## src/rtl/div_arbiter.sv

```systemverilog
// div_arbiter: round-robin arbiter sharing one AXI-Stream divider among N_REQ requesters with in-order result routing
// Ports:
//   s_aclk, s_areset            clock, synchronous active-high reset
//   req_valid/ready/dividend/divisor   per-requester request side (32-bit lanes packed by index)
//   rsp_valid/ready, rsp_data   one-hot response to the requester that owns the returned quotient
//   s_axis_dividend_*/s_axis_divisor_*  operand channels to the divider
//   m_axis_dout_*               quotient channel from the divider
//   outstanding, zero_div_cnt, unexp_rsp   status: in-flight ops, divide-by-zero count, sticky unexpected-result flag
module div_arbiter #(
    parameter int N_REQ   = 2,
    parameter int MAX_OUT = 4
) (
    input  logic                      s_aclk,
    input  logic                      s_areset,
    input  logic [N_REQ-1:0]          req_valid,
    output logic [N_REQ-1:0]          req_ready,
    input  logic [32*N_REQ-1:0]       req_dividend,
    input  logic [32*N_REQ-1:0]       req_divisor,
    output logic [N_REQ-1:0]          rsp_valid,
    input  logic [N_REQ-1:0]          rsp_ready,
    output logic [31:0]               rsp_data,
    output logic                      s_axis_dividend_tvalid,
    output logic [31:0]               s_axis_dividend_tdata,
    input  logic                      m_axis_dividend_tready,
    output logic                      s_axis_divisor_tvalid,
    output logic [31:0]               s_axis_divisor_tdata,
    input  logic                      m_axis_divisor_tready,
    input  logic                      m_axis_dout_tvalid,
    input  logic [31:0]               m_axis_dout_tdata,
    output logic                      m_axis_dout_tready,
    output logic [$clog2(MAX_OUT):0]  outstanding,
    output logic [15:0]               zero_div_cnt,
    output logic                      unexp_rsp
);
    localparam int TW = N_REQ > 1 ? $clog2(N_REQ) : 1;
    localparam int AW = MAX_OUT > 1 ? $clog2(MAX_OUT) : 1;
    localparam int OW = $clog2(MAX_OUT) + 1;

    typedef enum logic {IDLE, ISSUE} state_t;

    state_t          state, state_nxt;
    logic [TW-1:0]   last_grant, win, cap_tag, hold_tag;
    logic [N_REQ-1:0] rot;
    logic            grant, accept, dvd_done, dvs_done, push, pop, dout_fire, hold_valid;
    logic [TW-1:0]   tag_mem [MAX_OUT];
    logic [AW-1:0]   wr_ptr, rd_ptr;

    // rot[j] is the request sitting j+1 places after last_grant; the lowest set j wins
    always_comb begin
        rot = N_REQ'({req_valid, req_valid} >> (32'(last_grant) + 32'd1));
        win = last_grant;
        for (int j = N_REQ - 1; j >= 0; j--)
            if (rot[j]) win = TW'((32'(last_grant) + 32'd1 + 32'(j)) % 32'(N_REQ));
        grant = state == IDLE && !s_areset && 32'(outstanding) < MAX_OUT && |req_valid;
        req_ready = grant ? N_REQ'(1) << win : '0;
        accept = |(req_valid & req_ready);
        // a channel is done once its tvalid has dropped or its handshake happens this cycle
        dvd_done = !s_axis_dividend_tvalid || m_axis_dividend_tready;
        dvs_done = !s_axis_divisor_tvalid || m_axis_divisor_tready;
        push = state == ISSUE && dvd_done && dvs_done;
        state_nxt = accept ? ISSUE : push ? IDLE : state;
        m_axis_dout_tready = !hold_valid && !s_areset;
        dout_fire = m_axis_dout_tvalid && m_axis_dout_tready;
        pop = dout_fire && outstanding != '0;
        rsp_valid = hold_valid ? N_REQ'(1) << hold_tag : '0;
    end

    always_ff @(posedge s_aclk) begin
        if (s_areset) begin
            state                  <= IDLE;
            last_grant             <= TW'(N_REQ - 1);
            cap_tag                <= '0;
            s_axis_dividend_tvalid <= 1'b0;
            s_axis_divisor_tvalid  <= 1'b0;
            s_axis_dividend_tdata  <= '0;
            s_axis_divisor_tdata   <= '0;
            wr_ptr                 <= '0;
            rd_ptr                 <= '0;
            outstanding            <= '0;
            zero_div_cnt           <= '0;
            unexp_rsp              <= 1'b0;
            hold_valid             <= 1'b0;
            hold_tag               <= '0;
            rsp_data               <= '0;
        end else begin
            state <= state_nxt;
            if (accept) begin
                last_grant             <= win;
                cap_tag                <= win;
                s_axis_dividend_tdata  <= req_dividend[32*win +: 32];
                s_axis_divisor_tdata   <= req_divisor[32*win +: 32];
                s_axis_dividend_tvalid <= 1'b1;
                s_axis_divisor_tvalid  <= 1'b1;
            end else begin
                if (m_axis_dividend_tready) s_axis_dividend_tvalid <= 1'b0;
                if (m_axis_divisor_tready) s_axis_divisor_tvalid <= 1'b0;
            end
            if (push) begin
                tag_mem[wr_ptr] <= cap_tag;
                wr_ptr          <= wr_ptr + 1'b1;
                if (s_axis_divisor_tdata == '0 && zero_div_cnt != 16'hFFFF) zero_div_cnt <= zero_div_cnt + 1'b1;
            end
            if (pop) rd_ptr <= rd_ptr + 1'b1;
            outstanding <= outstanding + OW'(push) - OW'(pop);
            if (dout_fire) begin
                if (pop) begin
                    hold_valid <= 1'b1;
                    hold_tag   <= tag_mem[rd_ptr];
                    rsp_data   <= m_axis_dout_tdata;
                end else begin
                    unexp_rsp <= 1'b1;
                end
            end else if (hold_valid && rsp_ready[hold_tag]) begin
                hold_valid <= 1'b0;
                rsp_data   <= '0;
            end
        end
    end
endmodule

```

## config.mk

```make
export PLATFORM = sky130hd
export DESIGN_NAME = div_arbiter
export DESIGN_NICKNAME = d
export VERILOG_FILES = /design/src/rtl/div_arbiter.sv
export SDC_FILE = /design/constraint.sdc
export NUM_CORES = 1
export LEC_CHECK = 0
export ABC_AREA = 0
export CELL_PAD_IN_SITES_DETAIL_PLACEMENT = 1
export CELL_PAD_IN_SITES_GLOBAL_PLACEMENT = 1
export CORE_MARGIN = 2
export CORE_UTILIZATION = 30
export DETAILED_ROUTE_END_ITERATION = 7
export PLACE_DENSITY = 0.89
export SKIP_LAST_GASP = 1
export SYNTH_ARGS = -nofsm -noshare
export SYNTH_HDL_FRONTEND = slang
export SYNTH_SLANG_ARGS = --single-unit
```

## constraint.sdc

```tcl
create_clock -name s_aclk -period 8.75 [get_ports s_aclk]
set_input_delay 1.75 -clock s_aclk [delete_from_list [all_inputs] [get_ports s_aclk]]
set_output_delay 1.75 -clock s_aclk [all_outputs]
set_load 0.01 [all_outputs]
```

**Word-level counts from Yosys, hierarchy flattened**

Memories as Yosys holds them, arrays and structs flattened. A register that Yosys moved wholly into a read port is not among the register bits.
Cells that the tools add are included.

- Flip-flop bits (word level): 126
- Bits in writable memories: 4
- Bits of input ports: 169
- Output and inout bits: 123
- Logic and storage cells: 83
- Memories kept: 1

- Add/sub/neg operators: 7
- Magnitude comparators: 2
- Equality and inequality tests: 2
- Shifts and indexed selects: 5
- Multiplexer cells: 21
- Bitwise gates (word level): 3
- Reduce and logical (&&, ||, !) cells: 28

Memories:

| memory | depth | width | read ports | clocked after memory_dff | wr ports | RTL line | RTL |
|---|---|---|---|---|---|---|---|
| tag_mem | 4 | 1 | 1 | 1 | 1 | 45 | `logic [TW-1:0] tag_mem [MAX_OUT];` |

Operator list:

| operator | number |
|---|---|
| $shiftx 64x7->32 | 2 |
| $mux 32 | 3 |
| $logic_not 32->1 | 1 |
| $add 16x1->16 const B | 1 |
| $mux 1 | 16 |
| $ne 16x16->1 const B | 1 |
| $logic_and 1x1->1 | 10 |
| $reduce_and 2->1 | 4 |
| $reduce_bool 2->1 | 4 |
| $add 2x1->2 const B | 2 |
| $logic_not 1->1 | 4 |
| $mux 2 | 2 |
| $reduce_or 2->1 | 2 |
| $shl 1x1->2 const A | 2 |
| $shr 4x2->2 | 1 |
| $add 3x1->3 | 1 |
| $lt 3x3->1 const B | 1 |
| $reduce_bool 3->1 | 1 |
| $sub 3x1->3 | 1 |
| $add 1x1->2 const B | 1 |
| $and 2x2->2 | 1 |
| $logic_or 1x1->1 | 2 |
| $lt 1x2->1 const B | 1 |
| $ne 2x2->1 const B | 1 |
| 2 further kinds | 3 |

**Longest topological paths before layout**

- Depth after elaboration: 9
- Gate-level depth with buffers: 12
- Gate-level depth less buffers: 10

**Worst setup path before layout**

OpenSTA, ideal clock, no wires.

- Kind: input to output
- Start: input port s_areset
- End: output port req_ready[0]
- Arrival time: 3053 ps
- Data required time: 7000 ps
- Setup slack: 3947 ps
- Stages: 5
- Path buffers: 3
- Cells stage by stage: clkbuf_1 nor4_1 clkbuf_1 clkbuf_1 and2_1

- Word-level cells in the longest chain between the ends: 5

RTL lines:

| element | RTL line | RTL |
|---|---|---|
| from (decl) | 14 | `input logic s_areset,` |
| $logic_not 1->1 | 54 | `grant = state == IDLE && !s_areset && 32'(outstanding) < MAX_OUT && \|req_valid;` |
| $logic_and 1x1->1 (3 in a row) | 54 |  |
| $mux 2 | 55 | `req_ready = grant ? N_REQ'(1) << win : '0;` |
| to (decl) | 16 | `output logic [N_REQ-1:0] req_ready,` |

Every way passes these cells.

**Worst setup path in the final report**

- Start: input port req_valid[1]
- End: output port req_ready[0]

- Word-level cells in the longest chain between the ends: 5
- Elaborated cells between the ends (all ways): 7
- Classes of those cells: shift (2); mux (3); reduce/logical (2)

RTL lines:

| element | RTL line | RTL |
|---|---|---|
| from (decl) | 15 | `input logic [N_REQ-1:0] req_valid,` |
| $shr 4x2->2 | 50 | `rot = N_REQ'({req_valid, req_valid} >> (32'(last_grant) + 32'd1));` |
| $mux 1 (2 in a row) | 53 | `if (rot[j]) win = TW'((32'(last_grant) + 32'd1 + 32'(j)) % 32'(N_REQ));` |
| $shl 1x1->2 | 55 |  |
| $mux 2 (*) | 55 |  |

Every way passes the cells marked *; elsewhere a longest branch is shown, timed or not.

==> run summary <==
Run status = completed
Crit-path max FO = 62
Pwr dens = 220 nW/µm²
Die ar. = 19400 µm²
Core area = 18000 µm²
CTS tree = done
Placed Cells = 1057
Critical Path RT = 7.00 ns
Reg2reg end = zero_div_cnt[13]
Initial DRC Count = 145
# port buffers = 291
First-pass GRT wire length = 29800 µm
Min cycle time layout = 5.64 ns
RSZ-0062 raised after global routing = false
Placed inst area = 8560 µm²
GRT Residual Overflow = 0
Placer congestion estimate = 0.754
CTS hold repair buffers = 0
Hold Path Sink = rsp_data[8]
Num rows = 49
Total Wirelength = 18800 µm
Mapped Nets = 756
Yosys Warn Count = 0
Final core utilization = 51.0%
Number of synthesized flops with an enable pin = 4
# IOs = 292
CTS buffer count = 17
Pin count of the biggest net entering global routing = 75
Finished Layout Cells = 1089
Setup ws final = 3.11 ns
Bufs on Longest Clock Path = 2
Worst Skew = 0.00967 ns
Number of H-tree levels = 4
Initial antenna violation count = 0
Max-slew violations = 0
Leak = 0.00338 µW
Drt wl/cell = 17.2 µm
CP startpoint kind = input port
Path category of the worst min-delay check = reg2reg
Clock slew at reported path FFs = 0.06 ns
Post-Syn Area = 5480 µm²
CP arrival = 3.89 ns
Final setup fails = 0
Post-route ant nets = 0
Final hold violation count = 0
Cell variety after synth = 39
Avg Vias per Cell = 4.97
FFs w/ async S/R, synth = 0%
Post-route cell area = 9160 µm²
Post-CTS setup buffer count = 0
Critical setup path kind = in2out
Diode count = 0
Yosys reg bits = 131
GRT Util Overall = 19.4%
Starting Density = 30.5%
Fmax achieved = 0.177 GHz
Clk sink count = 131
Hold Path Stages = 2
Fin nets = 1024
Residual DRC = 0
Normalized max-slew margin = 39.1%
Hpwl dp = 14000 µm
Die height = 139 µm
Die Span X = 139 µm
Vias in the first global route = 5687
CTS root buffer = clkbuf_16
Layout cells sized above 1 = 5.47%
Sequential share of the synthesized area = 48.6%
Max-Cap Viols = 0
Peak VDD IR = 0.135 mV
CP endpoint kind = primary output
TritonRoute pass-1 iters = 4
FF-to-FF setup slack = 6.19 ns
Area fraction of the dominant cell type after synthesis = 46.4%
Syn avg cell area = 9.46 µm²
Worst-margin pin slew = 0.910 ns
Synth area leader = dfxtp_1
FF-to-FF Start = zero_div_cnt[0]
Vias = 5409
Main synth FF type = dfxtp_1
Pre-CTS WS = 3.09 ns
Setup TNS = 0 ns
HP Start = rsp_data[8]
Cells taking the most area after synthesis = dfxtp_1, mux2i_1, a211oi_1, nor2_1, a22oi_1
Resize count post-CTS = 0
Clk_lat worst skew = 0.42 ns
FILL cells = 1991
Syn Inst Count = 579
Final Cycle Share = 64.5%
Area growth syn-to-layout = 67.3%
Worst-case reg-to-reg path depth = 6
-- cell usage after synthesis, types with 7 or more instances --
| cell | n |
|---|---|
| o21ai_0 | 9 |
| a21oi_1 | 19 |
| nand2_1 | 11 |
| inv_1 | 7 |
| dfxtp_1 | 127 |
| ha_1 | 7 |
| nor4_1 | 9 |
| buf_1 | 8 |
| clkbuf_1 | 36 |
| a211oi_1 | 64 |
| nor2_1 | 116 |
| mux2i_1 | 67 |
| or3_1 | 9 |
| a22oi_1 | 32 |
-- flip-flops by register name, summed over array words and instances (netlist names), 2 cells and up --
signal / cells
outstanding: 3
tag_mem: 4
s_axis_divisor_tdata: 32
s_axis_dividend_tdata: 32
rsp_data: 32
wr_ptr: 2
zero_div_cnt: 16
rd_ptr: 2
-- where the power goes --
group / switching (µW) / internal, µW
clock: 291 / 437
sequential: 53.9 / 677
combinational: 256 / 298
-- final cells by class --
class                   instances  area [µm²]  share of cell area [%]
inverters                       7        26.3                   0.287
multi-input cells             393        2630                    28.6
clock buffers                  18         439                    4.79
flip-flops and latches        131        2660                    29.1
repair buffers                297        2960                    32.3
well taps                     229         287                    3.13
clock inverters                14         168                    1.83
-- logic make-up (layout without fill, tap and decap cells) --
group / Yosys count / after routing / synth area share [%]
simple gates: 177 / 177 / 14.7
xor+xnor: 6 / 6 / 0.960
fa+ha+maj: 8 / 8 / 1.96
mux: 69 / 69 / 12.9
buf+inv: 55 / 336 / 3.97
compound gates: 133 / 133 / 16.9
flops: 131 / 131 / 48.6
-- how the worst max path moves through the flow --
stage	start	end	slack [ns]
floorplan	s_areset	req_ready[0]	3.95
global route	req_valid[1]	req_ready[0]	2.91
CTS	req_valid[1]	req_ready[0]	3.07
finish	req_valid[1]	req_ready[0]	3.11
detailed placement	req_valid[1]	req_ready[0]	3.09
global placement	req_valid[1]	req_ready[0]	3.06
-- stage by stage --
stage	hold WS, ns	power [µW]
2_1_floorplan	0.460	1010
3_3_place_gp	0.450	1290
3_5_place_dp	0.483	1310
4_1_cts	0.498	2040
5_1_grt	0.519	2120
6_report	0.495	2010
-- critical path, stage by stage --
cell	delay [ns]
clkdlybuf4s50_1	0.52
nor2_1	0.09
nor4_2	0.16
buf_4	0.55
and2_1	0.26
clkdlybuf4s50_1	0.55
-- cells in the final DEF, fill, tap and decap left out, types with 7 or more instances in the layout --
| cell | count |
|---|---|
| a211oi_1 | 64 |
| o21ai_0 | 9 |
| or3_1 | 9 |
| nor4_1 | 8 |
| a21oi_1 | 18 |
| nor2_1 | 116 |
| dfxtp_1 | 127 |
| ha_1 | 7 |
| clkdlybuf4s50_1 | 290 |
| clkbuf_16 | 17 |
| a22oi_1 | 32 |
| inv_1 | 7 |
| nand2_1 | 11 |
| buf_4 | 7 |
| mux2i_1 | 67 |
-- per-layer routing --
layer,vias up,share of wire [%],global-route usage (%),wire (µm)
li1,2628,-,-,-
met1,2528,38,20.6,7050
met2,217,52,35.4,9760
met3,36,7.7,6.56,1440
met4,0,2.8,7.66,522
met5,-,0,0,0
Power figures use the tool's default switching activity.
==> variant 1, RTL diff (same settings) <==
Add an input register stage for `req_dividend`, `req_divisor`, `m_axis_dividend_tready` and `m_axis_divisor_tready`; this delays them by one clock. The other inputs are not delayed to match.
--- a/src/rtl/div_arbiter.sv
+++ b/src/rtl/div_arbiter.sv
@@ -39,4 +39,16 @@
     typedef enum logic {IDLE, ISSUE} state_t;
 
+    logic [32*N_REQ-1:0] req_dividend_q;
+    logic [32*N_REQ-1:0] req_divisor_q;
+    logic m_axis_dividend_tready_q;
+    logic m_axis_divisor_tready_q;
+
+    always_ff @(posedge s_aclk) begin
+        req_dividend_q           <= req_dividend;
+        req_divisor_q            <= req_divisor;
+        m_axis_dividend_tready_q <= m_axis_dividend_tready;
+        m_axis_divisor_tready_q  <= m_axis_divisor_tready;
+    end
+
     state_t          state, state_nxt;
     logic [TW-1:0]   last_grant, win, cap_tag, hold_tag;
@@ -56,6 +68,6 @@
         accept = |(req_valid & req_ready);
         // a channel is done once its tvalid has dropped or its handshake happens this cycle
-        dvd_done = !s_axis_dividend_tvalid || m_axis_dividend_tready;
-        dvs_done = !s_axis_divisor_tvalid || m_axis_divisor_tready;
+        dvd_done = !s_axis_dividend_tvalid || m_axis_dividend_tready_q;
+        dvs_done = !s_axis_divisor_tvalid || m_axis_divisor_tready_q;
         push = state == ISSUE && dvd_done && dvs_done;
         state_nxt = accept ? ISSUE : push ? IDLE : state;
@@ -88,11 +100,11 @@
                 last_grant             <= win;
                 cap_tag                <= win;
-                s_axis_dividend_tdata  <= req_dividend[32*win +: 32];
-                s_axis_divisor_tdata   <= req_divisor[32*win +: 32];
+                s_axis_dividend_tdata  <= req_dividend_q[32*win +: 32];
+                s_axis_divisor_tdata   <= req_divisor_q[32*win +: 32];
                 s_axis_dividend_tvalid <= 1'b1;
                 s_axis_divisor_tvalid  <= 1'b1;
             end else begin
-                if (m_axis_dividend_tready) s_axis_dividend_tvalid <= 1'b0;
-                if (m_axis_divisor_tready) s_axis_divisor_tvalid <= 1'b0;
+                if (m_axis_dividend_tready_q) s_axis_dividend_tvalid <= 1'b0;
+                if (m_axis_divisor_tready_q) s_axis_divisor_tvalid <= 1'b0;
             end
             if (push) begin
Check against the original RTL: not equivalent (a bounded check fails within 4 cycles, from zero or initial values and one cycle with s_areset high).
==> variant 1 against the original RTL <==
- synthesized area grew 50%
- worst hold slack lost 15 ps
- combinational power grew 4.9%
- sequential power grew 87%
- wire length grew 34%
- register-to-register slack lost 60 ps
- sequential cell count grew 130
- fmax shrank 3.1%
- setup slack lost 180 ps
- design area grew 36%
- power grew 57%
- largest cell class is now flip-flops and latches
- highest routed layer unchanged
==> variant 1: results (changes against the original RTL) <==
Logic synthesis
The sequential share of the synthesized area is 64.0% (+15 points). Ranked by instance count, the synthesized netlist is headed by 257 x sky130_fd_sc_hd__dfxtp_1, 121 x sky130_fd_sc_hd__nor2_1, 66 x sky130_fd_sc_hd__mux2i_1, 65 x sky130_fd_sc_hd__a211oi_1, 32 x sky130_fd_sc_hd__a22oi_1. In the post-synthesis netlist, the biggest area contributors are sky130_fd_sc_hd__dfxtp_1 63%, sky130_fd_sc_hd__mux2i_1 8.0%, sky130_fd_sc_hd__a211oi_1 5.9%, sky130_fd_sc_hd__nor2_1 5.5%, sky130_fd_sc_hd__a22oi_1 2.9%.

The number of distinct standard cells referenced by the synthesized netlist is 43 (+10%). The total nets after synthesis was 906 (+20%). The share of synthesized flip-flops with an asynchronous set or reset is 0% (unchanged).

Critical path
The worst flop-to-flop path startpoint is s_axis_divisor_tdata[23]$_SDFFE_PP0P_. The maximum fanout along the worst path is 66 (+6.5%). The endpoint identified for the worst register-to-register timing path is zero_div_cnt[10]$_SDFFE_PP0P_. The data arrival time of the critical path came to 4070 ps (+180 ps). The worst-case register-to-register setup slack came to 6130 ps (-60 ps). The delay of the slowest critical-path stage is 850 ps (+300 ps).

Placed design
The worst slack after detailed placement came to 2860 ps (-225 ps). The final estimated routing congestion in global placement came to 0.765 (+1.4%). The detailed placement HPWL was 17700 µm (+26%).

The post-detailed-placement cell area is 11500 µm² (+34%).

Layout
The final net count is 1190 (+16%). The share of layout cells above drive strength 1 is 6.29% (+0.83 points). In the final layout, the registers with the most flip-flops are req_dividend_q (64), req_divisor_q (64).

The fill cell total of the finished layout is 2856 (+43%).

Timing
The tightest slew margin relative to the limit is 19.1% (-20 points). The share of the clock period used by the worst path is 66.5% (+2.0 points). The final hold slack is 480 ps (-15.0 ps).

Global route
The largest net degree at the start of global routing is 81 (+8.0%). The total global routing track utilization is 16.9% (-2.5 points). The first-pass GRT wire length is 38500 µm (+29%). The via count of the first global-routing pass is 7084 (+25%).

Drt
The first-iteration detailed-routing DRC count came to 217 (+50%). The number of vias in the routed layout was 6574 (+22%). The final wirelength is 25100 µm (+34%).

Min path
The start point of the worst min-delay path is unexp_rsp$_SDFFE_PP0P_. The worst hold path terminates at unexp_rsp$_SDFFE_PP0P_.

Power
The maximum vdd ir drop is 0.000173 V (+29%). The leakage power total is 4.68 nW (+39%).

CTS
The clock latency at the later pin of the worst-skew pair was 560 ps (+140 ps). The maximum number of buffers from clock root to sink came to 3 (+1). The number of buffers created by CTS came to 28 (+11). The number of levels the H-tree was split into came to 1 (-3).

Outcome
The run finished with clean final reports.
[variant 1: stage by stage]
step	cells	total power [W]	util, %
3_5_place_dp	1324	0.00199	42.6
3_3_place_gp	1324	0.00196	42.6
6_report	1374	0.00316	46.1
2_1_floorplan	729	0.00166	-
4_1_cts	1374	0.00321	46.1
5_1_grt	1374	0.00331	46.1
[variant 1: report_power, final]
part	total (W)	switching (W)	internal [W]	leakage, nW
Combinational	0.000581	0.000275	0.000306	2.03
Sequential	0.00137	0.0000703	0.00130	2.17
Clock	0.00121	0.000489	0.000717	0.472
Total	0.00316	0.000834	0.00232	4.68
[variant 1: how the worst max path moves through the flow]
stage / from / end
final: req_valid[0] / req_ready[0]
after global routing: req_valid[0] / req_ready[0]
after CTS: req_valid[0] / req_ready[0]
after detailed placement: req_valid[0] / req_ready[0]
after global placement: req_valid[0] / req_ready[0]
after floorplan: s_areset / req_ready[0]
[variant 1: worst register-to-register path, stage by stage, from the launching register on]
cell and delay, ps:
sky130_fd_sc_hd__dfxtp_1 330, sky130_fd_sc_hd__nor4_1 370, sky130_fd_sc_hd__nand4_1 320, sky130_fd_sc_hd__or4_4 750, sky130_fd_sc_hd__or4_1 570, sky130_fd_sc_hd__a21oi_1 190
[variant 1: kinds of logic after synthesis]
kind of cell | after synthesis | synth area share (%)
flops | 261 | 64.0
simple gates | 191 | 11.0
compound gates | 137 | 12.0
mux | 68 | 8.44
buf+inv | 59 | 2.81
fa+ha+maj | 8 | 1.31
xor+xnor | 5 | 0.532
[variant 1: cell type report]
type,instances,area share (%)
clock inverter,9,1.03
inverter,14,0.423
clock buffer,41,6.67
tap,341,3.43
sequential,261,42.4
timing repair buffer,299,23.9
multi-input combinational,409,22.2
[variant 1: per-layer routing]
layer | global-route usage [%] | vias up | routed length [µm]
met5 | 0 | - | 0
met4 | 5.65 | 0 | 743
met2 | 32.2 | 226 | 13100
met3 | 5.01 | 43 | 1840
li1 | - | 3166 | -
met1 | 17.7 | 3139 | 9420
==> variant 2, RTL diff (same settings) <==
Without the edit above. Set the parameter `MAX_OUT` to 16 (it was 4).
--- a/src/rtl/div_arbiter.sv
+++ b/src/rtl/div_arbiter.sv
@@ -9,5 +9,5 @@
 module div_arbiter #(
     parameter int N_REQ   = 2,
-    parameter int MAX_OUT = 4
+    parameter int MAX_OUT = 16
 ) (
     input  logic                      s_aclk,
Interface: changed (resized outstanding); port bits go from 292 to 294. No check against the original RTL was run, so the function may have changed too.
==> variant 2 against the original RTL <==
- combinational power is 64% higher
- sequential cell count grew 18
- worst hold slack better by 0.86 ps
- critical endpoint unchanged
- utilization fell by 2.6 points
- first-iteration DRC count up 65%
- wire length rose by 10%
- setup slack gained 71 ps
- synthesized area rose by 17%
- design area increased by 11%
- power increased by 28%
- global-route usage down 1.0 points
==> variant 2: results (changes against the original RTL) <==
Logic synthesis
The total nets after synthesis is 844 (+12%). The number of enable-type register cells in the synthesized netlist is 16 (+12). The sequential share of the synthesized area is 49.1% (+0.46 points).

The fraction of the mapped netlist area in adder cells was 2.66% (+0.69 points). The fraction of synthesized area in multiplexers is 12.4% (-0.50 points). The number of distinct standard cells referenced by the synthesized netlist is 48 (+23%).

By area the synthesized netlist is led by sky130_fd_sc_hd__dfxtp_1 42%, sky130_fd_sc_hd__mux2i_1 11%, sky130_fd_sc_hd__nor2_1 8.3%, sky130_fd_sc_hd__a211oi_1 7.6%, sky130_fd_sc_hd__edfxtp_1 7.5%. The xor-xnor portion of the synthesized cell area is 1.50% (+0.54 points). The cell count after synthesis was 662 (+14%). Ranked by instance count, the synthesized netlist is headed by 141 x sky130_fd_sc_hd__nor2_1, 133 x sky130_fd_sc_hd__dfxtp_1, 69 x sky130_fd_sc_hd__mux2i_1, 65 x sky130_fd_sc_hd__a211oi_1, 32 x sky130_fd_sc_hd__a22oi_1.

Placed design
The number of buffer cells added on primary ports is 293 (+0.69%). The post-placement cell count is 1191 (+13%). The detailed placement HPWL is 15800 µm (+13%). The post-detailed-placement cell area is 9570 µm² (+12%).

The final estimated routing congestion in global placement was 0.740 (-1.9%).

Global route
The met1 routing resource usage after global routing is 19.3% (-1.3 points). The met2 global-route usage was 34.2% (-1.1 points). The first-pass GRT wire length was 32600 µm (+9.4%).

The total global routing track utilization is 18.4% (-1.0 points). The largest net degree at the start of global routing is 93 (+24%). The via count of the first global-routing pass came to 6327 (+11%).

Power
The cell-internal power is 0.00169 W (+20%). The sequential share of power came to 35.6% (-0.7 points). The share of total power consumed by net switching is 34.2% (+4.3 points). The part of the power in the clock network is 29.1% (-7.1 points). The leakage power total is 3.75 nW (+11%).

Layout
The final net count is 1117 (+9.1%). The share of layout cells above drive strength 1 was 6.01% (+0.55 points).

Drt
The amount of wire on met2 after detailed routing is 11000 µm (+13%). The post-detailed-route wirelength per cell is 16.9 µm (-1.9%). The detail-routed via count per cell came to 4.89 (-1.6%). The total met3 wirelength after detailed routing is 1380 µm (-3.7%).

The final wirelength is 20700 µm (+10%). The wire length on met1 is 7800 µm (+11%). The first-iteration detailed-routing DRC count is 239 (+65%).

Timing
The slew at the pin with the worst max-slew slack came to 878 ps (-31.4 ps). The worst setup skew after layout is 12.9 ps (+3.25 ps).

Critical path
The slowest stage of the critical path belongs to the cell sky130_fd_sc_hd__clkdlybuf4s50_1. The maximum fanout along the worst path is 37 (-40%). The data arrival time of the critical path is 3820 ps (-70 ps).

Outcome
The flow ran to the end, and the final reports show no timing, DRC or antenna violations.
-- variant 2: final cells by class --
class	instances	area [µm²]
fill	2323	10800
sequential	149	3140
multi-input combinational	451	3030
timing repair buffer	302	3000
clock buffer	17	425
tap	275	344
clock inverter	15	181
inverter	14	55.1
-- variant 2: through the flow --
stage / worst slack, ps / util, %
CTS: 3180 / 48.4
global placement: 3210 / 45.5
finish: 3180 / 48.4
global route: 3090 / 48.4
detailed placement: 3180 / 45.5
floorplan: 4200 / -
-- variant 2: worst paths after layout --
path | from | end | slack [ps] | depth (start not counted)
max | req_valid[0] | req_ready[0] | 3180 | 6
min | s_axis_dividend_tdata[5]$_SDFFE_PP0P_ | s_axis_dividend_tdata[5]$_SDFFE_PP0P_ | 500 | 2
max reg2reg | outstanding[2]$_SDFF_PP0_ | outstanding[4]$_SDFF_PP0_ | 5730 | 15
min reg2reg | s_axis_dividend_tdata[5]$_SDFFE_PP0P_ | s_axis_dividend_tdata[5]$_SDFFE_PP0P_ | 500 | 2
